===== src/rtl/uart_rx.sv =====
// uart_rx: UART receiver for frames of start(0), D_WIDTH data bits LSB first,
// one even-parity bit and one stop bit(1), sampled at CLKS_PER_BIT clocks per bit.
// Received words are held in RX_data with parity/framing flags and announced
// through a sticky rx_valid that the consumer clears with rx_ack.
// Optional feature macro: UART_RX_SYNC_EN -- when defined, RxD passes through a
// two-flop synchronizer (reset value 1) before all other logic.
module uart_rx #(
  parameter int D_WIDTH      = 8,
  parameter int CLKS_PER_BIT = 1
) (
  input  logic               clk,
  input  logic               rst,
  input  logic               RxD,
  input  logic               rx_ack,
  output logic [D_WIDTH-1:0] RX_data,
  output logic               rx_valid,
  output logic               busy,
  output logic               parity_err,
  output logic               frame_err,
  output logic               overrun_err
);

  localparam int HALF  = (CLKS_PER_BIT - 1) / 2;
  localparam int CNT_W = (CLKS_PER_BIT > 1) ? $clog2(CLKS_PER_BIT) : 1;
  localparam int IDX_W = $clog2(D_WIDTH + 1);

  localparam logic [CNT_W-1:0] CNT_LAST = CNT_W'(CLKS_PER_BIT - 1);
  localparam logic [CNT_W-1:0] CNT_HALF = CNT_W'(HALF);
  localparam logic [IDX_W-1:0] IDX_LAST = IDX_W'(D_WIDTH - 1);

  localparam logic [2:0] S_IDLE   = 3'd0;
  localparam logic [2:0] S_START  = 3'd1;
  localparam logic [2:0] S_DATA   = 3'd2;
  localparam logic [2:0] S_PARITY = 3'd3;
  localparam logic [2:0] S_STOP   = 3'd4;

  // Even parity of a data word (XOR of all data bits).
  function automatic logic even_parity(input logic [D_WIDTH-1:0] word);
    even_parity = ^word;
  endfunction

  logic               rx_s;

  logic [2:0]         state_q, state_d;
  logic               armed_q, armed_d;
  logic [CNT_W-1:0]   cnt_q, cnt_d;
  logic [IDX_W-1:0]   bit_idx_q, bit_idx_d;
  logic [D_WIDTH-1:0] shift_q, shift_d;
  logic               par_q, par_d;
  logic [D_WIDTH-1:0] data_q, data_d;
  logic               valid_q, valid_d;
  logic               perr_q, perr_d;
  logic               ferr_q, ferr_d;
  logic               ovr_q, ovr_d;
  logic               busy_q, busy_d;

`ifdef UART_RX_SYNC_EN
  logic [1:0] sync_q, sync_d;

  // Next value of the two-stage synchronizer: raw line enters stage 0.
  always_comb begin
    sync_d = {sync_q[0], RxD};
  end

  // Synchronizer flops idle high so leaving reset never looks like a start bit.
  always_ff @(posedge clk or negedge rst) begin
    if (!rst) begin
      sync_q <= 2'b11;
    end else begin
      sync_q <= sync_d;
    end
  end

  assign rx_s = sync_q[1];
`else
  assign rx_s = RxD;
`endif

  // Frame FSM, bit sampling, and delivery of the word with its flags.
  always_comb begin
    state_d   = state_q;
    armed_d   = armed_q;
    cnt_d     = cnt_q;
    bit_idx_d = bit_idx_q;
    shift_d   = shift_q;
    par_d     = par_q;
    data_d    = data_q;
    perr_d    = perr_q;
    ferr_d    = ferr_q;
    ovr_d     = 1'b0;
    if (rx_ack) begin
      valid_d = 1'b0;
    end else begin
      valid_d = valid_q;
    end

    case (state_q)
      S_IDLE: begin
        if (rx_s) begin
          armed_d = 1'b1;
        end else begin
          armed_d = armed_q;
        end
        // Start detection only while armed: a line stuck low never starts a frame.
        if (armed_q && !rx_s) begin
          bit_idx_d = '0;
          if (HALF == 0) begin
            state_d = S_DATA;
            cnt_d   = '0;
          end else begin
            state_d = S_START;
            cnt_d   = CNT_W'(1);
          end
        end else begin
          state_d = S_IDLE;
        end
      end

      S_START: begin
        if (cnt_q == CNT_HALF) begin
          cnt_d = '0;
          if (!rx_s) begin
            state_d   = S_DATA;
            bit_idx_d = '0;
          end else begin
            // Start bit vanished by mid-bit: treat as a glitch.
            state_d = S_IDLE;
          end
        end else begin
          cnt_d = cnt_q + CNT_W'(1);
        end
      end

      S_DATA: begin
        if (cnt_q == CNT_LAST) begin
          shift_d              = shift_q >> 1;
          shift_d[D_WIDTH-1]   = rx_s;
          cnt_d                = '0;
          bit_idx_d            = bit_idx_q + IDX_W'(1);
          if (bit_idx_q == IDX_LAST) begin
            state_d = S_PARITY;
          end else begin
            state_d = S_DATA;
          end
        end else begin
          cnt_d = cnt_q + CNT_W'(1);
        end
      end

      S_PARITY: begin
        if (cnt_q == CNT_LAST) begin
          par_d   = rx_s;
          cnt_d   = '0;
          state_d = S_STOP;
        end else begin
          cnt_d = cnt_q + CNT_W'(1);
        end
      end

      S_STOP: begin
        if (cnt_q == CNT_LAST) begin
          // Leave mid-stop-bit so a following start bit can be caught immediately.
          state_d = S_IDLE;
          cnt_d   = '0;
          data_d  = shift_q;
          perr_d  = (even_parity(shift_q) != par_q);
          ferr_d  = ~rx_s;
          if (!rx_s) begin
            armed_d = 1'b0;
          end else begin
            armed_d = armed_q;
          end
          // Completion wins over a same-cycle ack; overrun only if the old word was unacked.
          valid_d = 1'b1;
          ovr_d   = valid_q && !rx_ack;
        end else begin
          cnt_d = cnt_q + CNT_W'(1);
        end
      end

      default: begin
        state_d   = S_IDLE;
        cnt_d     = '0;
        bit_idx_d = '0;
      end
    endcase

    busy_d = (state_d != S_IDLE);
  end

  // State and output registers.
  always_ff @(posedge clk or negedge rst) begin
    if (!rst) begin
      state_q   <= S_IDLE;
      armed_q   <= 1'b0;
      cnt_q     <= '0;
      bit_idx_q <= '0;
      shift_q   <= '0;
      par_q     <= 1'b0;
      data_q    <= '0;
      valid_q   <= 1'b0;
      perr_q    <= 1'b0;
      ferr_q    <= 1'b0;
      ovr_q     <= 1'b0;
      busy_q    <= 1'b0;
    end else begin
      state_q   <= state_d;
      armed_q   <= armed_d;
      cnt_q     <= cnt_d;
      bit_idx_q <= bit_idx_d;
      shift_q   <= shift_d;
      par_q     <= par_d;
      data_q    <= data_d;
      valid_q   <= valid_d;
      perr_q    <= perr_d;
      ferr_q    <= ferr_d;
      ovr_q     <= ovr_d;
      busy_q    <= busy_d;
    end
  end

  assign RX_data     = data_q;
  assign rx_valid    = valid_q;
  assign busy        = busy_q;
  assign parity_err  = perr_q;
  assign frame_err   = ferr_q;
  assign overrun_err = ovr_q;

endmodule


===== config.mk =====
export PLATFORM = sky130hd
export DESIGN_NAME = uart_rx
export DESIGN_NICKNAME = d
export VERILOG_FILES = /design/src/rtl/uart_rx.sv
export SDC_FILE = /design/constraint.sdc
export NUM_CORES = 1
export LEC_CHECK = 0
export CORE_MARGIN = 2
export CORE_UTILIZATION = 53
export DETAILED_ROUTE_END_ITERATION = 12
export PLACE_DENSITY = 0.75
export RECOVER_POWER = 100
export SYNTH_ARGS = -nofsm -noshare
export SYNTH_HDL_FRONTEND = slang
export SYNTH_SLANG_ARGS = --single-unit

===== constraint.sdc =====
create_clock -name clk -period 1.5 [get_ports clk]
set_input_delay 0.375 -clock clk [delete_from_list [all_inputs] [get_ports clk]]
set_output_delay 0.375 -clock clk [all_outputs]
set_load 0.05 [all_outputs]

# ---- Word-level counts from Yosys, hierarchy flattened
# Cells that the tools add are included.
dict set report totals {
  register_bits 31
  in_bits 4
  out_inout_bits 13
  wordCells 70
}
dict set report classes {
  n_addsub 2
  n_eq_ne 13
  n_mux 25
  n_bitwise 3
  n_reduce_logical 15
}
# op count
set ops {}
lappend ops {{$mux 4} 4}
lappend ops {{$pmux 4 s4} 1}
lappend ops {{$pmux 3 s5} 1}
lappend ops {{$ne 2x2->1 const B} 7}
lappend ops {{$mux 3} 4}
lappend ops {{$mux 1} 11}
lappend ops {{$reduce_xor 8->1} 1}
lappend ops {{$eq 3x2->1 const B} 2}
lappend ops {{$reduce_and 2->1} 3}
lappend ops {{$reduce_and 5->1} 1}
lappend ops {{$add 4x1->4 const B} 1}
lappend ops {{$eq 4x3->1 const B} 1}
lappend ops {{$mux 2} 2}
lappend ops {{$pmux 1 s2} 2}
lappend ops {{$reduce_and 4->1} 1}
lappend ops {{$reduce_or 4->1} 1}
lappend ops {{$eq 3x1->1 const B} 1}
lappend ops {{$eq 3x3->1 const B} 1}
lappend ops {{$logic_not 3->1} 1}
lappend ops {{$not 1->1} 3}
lappend ops {{$reduce_bool 3->1} 1}
lappend ops {{$logic_and 1x1->1} 2}
lappend ops {{$logic_not 1->1} 2}
lappend ops {{$reduce_bool 2->1} 1}
lappend ops {{other kinds (3)} 3}

# ---- Longest topological paths before layout
dict set report logic_depth {
  depth_word 5
  mapped_depth 6
  depth_no_buf 4
}

# ---- Worst setup path after synthesis
# Ideal clock, no wire load.
dict set report synth_path {
  kind {register -> register}
  startpoint {register state_q[0]}
  endpoint {register bit_idx_q[2]}
  setup_time_ps 83
  t_arrival_ps 1206
  required_time_ps 1417
  path_slack_ps 212
  path_stages_with_launch 7
  path_buffers 2
  period_less_slack_ps 1288
  cell_sequence {dfrtp_1 > buf_6 > or3b_4 > buf_6 > nor2_1 > o21ai_0 > o21ai_0}
}
dict set report synth_between {
  elab_chain_len 4
  word_cells_on_any_way 13
  classes_between {eq/ne: 8; mux: 1; bitwise: 1; reduce/logical: 3}
}
# element line_no
set synth_lines {}
lappend synth_lines {{from (decl)} 44} ;# logic [2:0] state_q, state_d;
lappend synth_lines {{from (signal assigned)} 207} ;# state_q <= state_d;
lappend synth_lines {{$eq 3x3->1 or $eq 3x2->1 (tied branches)} 97} ;# case (state_q)
lappend synth_lines {{$reduce_or 2->1 (no source line)} --}
lappend synth_lines {{$not 1->1 (no source line)} --}
lappend synth_lines {{$reduce_and 5->1 (no source line)} --}
lappend synth_lines {{to (signal assigned)} 210} ;# bit_idx_q <= bit_idx_d;
lappend synth_lines {{to (decl)} 47} ;# logic [IDX_W-1:0] bit_idx_q, bit_idx_d;
# Several ways; a longest one is shown, not always the timed one.
# A chain may end at the register's enable or synchronous reset.

# ---- Worst setup path after layout
dict set report layout_path {
  startpoint {register shift_q[2]}
  endpoint {register perr_q (netlist: parity_err)}
}
dict set report layout_between {
  elab_chain_len 2
}
# element line_no
set layout_lines {}
lappend layout_lines {{from (decl)} 48} ;# logic [D_WIDTH-1:0] shift_q, shift_d;
lappend layout_lines {{from (signal assigned)} 211} ;# shift_q <= shift_d;
lappend layout_lines {{$reduce_xor 8->1} 39} ;# even_parity = ^word;
lappend layout_lines {{$ne 1x1->1} 166} ;# perr_d = (even_parity(shift_q) != par_q);
lappend layout_lines {{to (signal assigned)} 215} ;# perr_q <= perr_d;
lappend layout_lines {{to (decl)} 52} ;# logic perr_q, perr_d;
# No other way between the ends.

==> load_flow_metrics.sql <==
INSERT INTO impl_metrics (metric_group, metric, value, unit) VALUES
('floorplan', 'starting_density', '0.572', ''),
('clock_tree', 'worstSkewPairLatency', '0.33', 'ns'),
('setup_path', 'crit_chain', 'xor2_1 -> xnor3_1 -> xnor2_1 -> o21ai_1', ''),
('global_routing', 'largest_net_degree_at_the_start_of_global_routing', '31', ''),
('floorplan', 'io_pins', '17', ''),
('sta', 'slew_hr', '0.526', ''),
('global_routing', 'antenna_violations_before_repair', '0', ''),
('routing', 'vias_per_cell', '5.42', ''),
('cells_and_area', 'nFillCells', '197', ''),
('clock_tree', 'clk_path_buf_depth', '2', ''),
('setup_path', 'worst-endpoint-arrival', '1.63', 'ns'),
('global_routing', 'grt_util_all_layers', '0.217', ''),
('min_path', 'hold_path_class', 'reg2reg', ''),
('clock_tree', 'clock_buffers_created_by_tritoncts', '5', ''),
('sta', 'min_period_over_period', '0.940', ''),
('floorplan', 'rows', '17', ''),
('min_path', 'min_from', 'bit_idx_q[3]$_DFFE_PN0P_', ''),
('setup_path', 'worst_path_class_setup', 'reg2reg', ''),
('setup_path', 'worst_setup_path_start_kind', 'flop', ''),
('run', 'maxCapViolCount', '0', ''),
('synthesis', 'post_synth_instance_area', '1290', 'um2'),
('setup_path', 'cp_max_fo', '4', ''),
('synthesis', 'synthCells', '115', ''),
('setup_path', 'critPathSlowestCell', 'sky130_fd_sc_hd__dfrtp_1', ''),
('clock_tree', 'cts_hold_buf', '0', ''),
('cells_and_area', 'syn_to_final_growth', '10.9', '%'),
('sta', 'final-hold-violation-count', '0', ''),
('sta', 'finalMaxSlewViolations', '0', ''),
('sta', 'worst_clock_skew', '0.00826', 'ns'),
('power_and_ir_drop', 'sequentialPowerShare', '0.418', ''),
('power_and_ir_drop', 'finalPower', '3.34', 'mW'),
('floorplan', 'fp.coreArea', '2250', 'um2'),
('cells_and_area', 'final_layout_size_suffix_gt1_frac', '0.259', ''),
('setup_path', 'reg2reg_from', 'shift_q[2]$_DFFE_PN0N_', ''),
('cells_and_area', 'num_antenna_cells', '0', ''),
('routing', 'drtIter0Drc', '5', ''),
('power_and_ir_drop', 'portion_of_total_power_attributed_to_the_clock_network', '0.131', ''),
('clock_tree', 'h-tree-depth', '2', ''),
('routing', 'number_of_routed_nets_with_antenna_violations', '0', ''),
('sta', 'timing.fmax', '0.709', 'GHz'),
('power_and_ir_drop', 'vdd.ir_drop.worst', '1.24', 'mV'),
('routing', 'route.vias.total', '883', ''),
('clock_tree', 'tritoncts', 'done', ''),
('routing', 'drt_wirelength', '2310', 'um'),
('setup_path', 'critical_path.startpoint', 'shift_q[2]$_DFFE_PN0N_', ''),
('sta', 'rsz0062_at_grt', 'no', ''),
('synthesis', 'ys_seq_elements', '30', ''),
('power_and_ir_drop', 'power.switching_fraction', '0.425', ''),
('global_routing', 'grt-ovfl-total', '0', ''),
('run_status', 'outcome', 'completed', ''),
('power_and_ir_drop', 'p_leak', '0.715', 'nW'),
('routing', 'remaining_drc_errors', '0', ''),
('setup_path', 'cpPeakStageDelay', '0.43', 'ns'),
('power_and_ir_drop', 'power_switching', '1.42', 'mW'),
('sta', 'period_minus_slack', '1.41', 'ns'),
('cells_and_area', 'nets', '140', ''),
('synthesis', 'synth_seq_area_share', '0.582', ''),
('clock_tree', 'clock_sinks', '30', ''),
('floorplan', 'die-height', '53.3', 'um'),
('place', 'gpl.final_weighted_congestion', '0.738', ''),
('synthesis', 'post_synth.cell_area_avg', '11.2', 'um2'),
('synthesis', 'warnings_from_yosys', '0', ''),
('global_routing', 'grt_first_pass_wirelength', '4060', 'um'),
('place', 'port_buffers', '16', ''),
('clock_tree', 'ctsRootBufferMaster', 'sky130_fd_sc_hd__clkbuf_4', ''),
('sta', 'worst-slew-pin-transition', '0.712', 'ns'),
('setup_path', 'critPathRequiredTime', '1.72', 'ns'),
('power_and_ir_drop', 'power_density', '2330', 'nW/um2'),
('global_routing', 'first_global_vias', '879', ''),
('power_and_ir_drop', 'combinationalPowerShare', '0.451', ''),
('sta', 'setup_tns', '0', 'ns'),
('power_and_ir_drop', 'p_int', '1.92', 'mW'),
('routing', 'routedWlPerCell', '14.2', 'um'),
('sta', 'final-setup-viol-count', '0', ''),
('setup_path', 'worstSetupEndpointType', 'flop', ''),
('synthesis', 'synth.net_count', '120', ''),
('floorplan', 'die-area', '2840', 'um2'),
('synthesis', 'netlist-cell-type-count', '26', ''),
('routing', 'first_pass_iteration_count_of_the_detailed_router', '3', ''),
('place', 'place_hpwl', '1600', 'um'),
('clock_tree', 'clock_pin_transition_on_the_worst_setup_and_hold_timing_paths', '0.09', 'ns'),
('floorplan', 'die_width', '53.3', 'um');
==> registers in the layout, indices dropped and copies added, names as in the netlist <==
| signal | count |
|---|---|
| RX_data | 8 |
| overrun_err | 1 |
| busy | 1 |
| bit_idx_q | 4 |
| frame_err | 1 |
| shift_q | 8 |
| state_q | 3 |
| rx_valid | 1 |
| parity_err | 1 |
| par_q | 1 |
| armed_q | 1 |
==> synth_stat cells <==
cell	instances	area (um2)
sky130_fd_sc_hd__dfrtp_1	30	751
sky130_fd_sc_hd__nand2_1	30	113
sky130_fd_sc_hd__mux2_2	9	101
sky130_fd_sc_hd__nor2_1	9	33.8
sky130_fd_sc_hd__o21ai_0	7	35.0
sky130_fd_sc_hd__xnor2_1	4	35.0
sky130_fd_sc_hd__buf_6	3	33.8
sky130_fd_sc_hd__buf_2	2	10.0
sky130_fd_sc_hd__nand2b_1	2	12.5
sky130_fd_sc_hd__nor3b_1	2	15.0
sky130_fd_sc_hd__xor2_1	2	17.5
sky130_fd_sc_hd__a211oi_1	1	7.51
sky130_fd_sc_hd__a21oi_1	1	5.00
sky130_fd_sc_hd__a22o_1	1	8.76
sky130_fd_sc_hd__a31oi_1	1	6.26
sky130_fd_sc_hd__buf_4	1	7.51
sky130_fd_sc_hd__clkbuf_2	1	5.00
sky130_fd_sc_hd__ha_1	1	12.5
sky130_fd_sc_hd__nand2_2	1	6.26
sky130_fd_sc_hd__nand4_1	1	6.26
sky130_fd_sc_hd__nor3b_2	1	12.5
sky130_fd_sc_hd__o21ai_1	1	5.00
sky130_fd_sc_hd__o31ai_1	1	7.51
sky130_fd_sc_hd__o32ai_1	1	8.76
sky130_fd_sc_hd__or3b_4	1	11.3
sky130_fd_sc_hd__xnor3_1	1	22.5
==> cells in the final DEF (no fill, tap or decap), drive strengths merged, types with 2 or more instances in the layout <==
| cell type | instances |
|---|---|
| nand2 | 31 |
| dfrtp | 30 |
| clkbuf | 24 |
| nor2 | 9 |
| mux2 | 9 |
| o21ai | 8 |
| xnor2 | 4 |
| nor3b | 3 |
| nand2b | 2 |
| xor2 | 2 |
| clkdlybuf4s50 | 2 |
==> worst paths after layout <==
kind	end	slack, ns	cells past startpoint
setup / recovery	parity_err$_DFFE_PN0P_	0.09	4
hold / removal	state_q[0]$_DFF_PN0_	0.46	1
setup reg to reg	parity_err$_DFFE_PN0P_	0.09	4
hold reg to reg	state_q[0]$_DFF_PN0_	0.46	1
max in group asynchronous	state_q[2]$_DFF_PN0_	0.39	2
min in group asynchronous	busy$_DFF_PN0_	0.62	2
==> routing by layer <==
metal | vias to the layer above | track usage | wire (um)
met5 | - | 0 | 0
met4 | 0 | 0.141 | 67
met3 | 5 | 0.0960 | 151
met2 | 20 | 0.315 | 1090
met1 | 437 | 0.258 | 998
li1 | 421 | - | -
==> repair_timing <==
item | 4_1_cts | 5_1_grt
buffers inserted | 0 | 0
resized for setup | 0 | 3
setup endpoints to repair | 0 | 1
endpoints found under the hold margin | 0 | 0
==> power by group through the flow <==
stage / clock [mW] / sequential, mW / combinational (mW)
3_3_place_gp: 0 / 1.44 / 1.78
3_5_place_dp: 0 / 1.46 / 1.85
4_1_cts: 0.455 / 1.44 / 1.85
6_report: 0.439 / 1.39 / 1.51
5_1_grt: 0.486 / 1.44 / 1.67
2_1_floorplan: 0 / 1.63 / 1.01
==> cell families after synthesis <==
family | share of synthesized area
simple gates | 0.163
xor+xnor | 0.0582
compound gates | 0.0650
mux | 0.0786
flops | 0.582
buf+inv | 0.0436
fa+ha+maj | 0.00970
==> final cells by class <==
cell class / instances / area (um2) / share of cell area
clock buffer: 7 / 45.0 / 0.0315
multi-input combinational: 78 / 483 / 0.338
sequential: 30 / 754 / 0.528
tap: 28 / 35.0 / 0.0245
timing repair buffer: 20 / 113 / 0.0787
==> worst max-delay path, delay by kind of cell (launching register included) <==
| kind | cells | cell delay, ns |
|---|---|---|
| flip-flops | 1 | 0.43 |
| AO/OA/AOI/OAI | 1 | 0.07 |
| XOR/XNOR | 3 | 0.80 |
==> stage by stage <==
| step | instance area (um2) | utilization | hold slack [ns] | cells | setup WS (ns) |
|---|---|---|---|---|---|
| 5_1_grt | 1430 | 0.634 | 0.486 | 163 | 0.0175 |
| 3_5_place_dp | 1600 | 0.710 | 0.439 | 156 | -0.177 |
| 2_1_floorplan | 1290 | - | 0.0794 | 115 | 0.212 |
| 4_1_cts | 1650 | 0.730 | 0.389 | 163 | 0.0804 |
| 6_report | 1430 | 0.634 | 0.456 | 163 | 0.0901 |
| 3_3_place_gp | 1600 | 0.710 | 0.437 | 156 | -0.0990 |
Note: power is estimated with default switching activity, not from simulation.
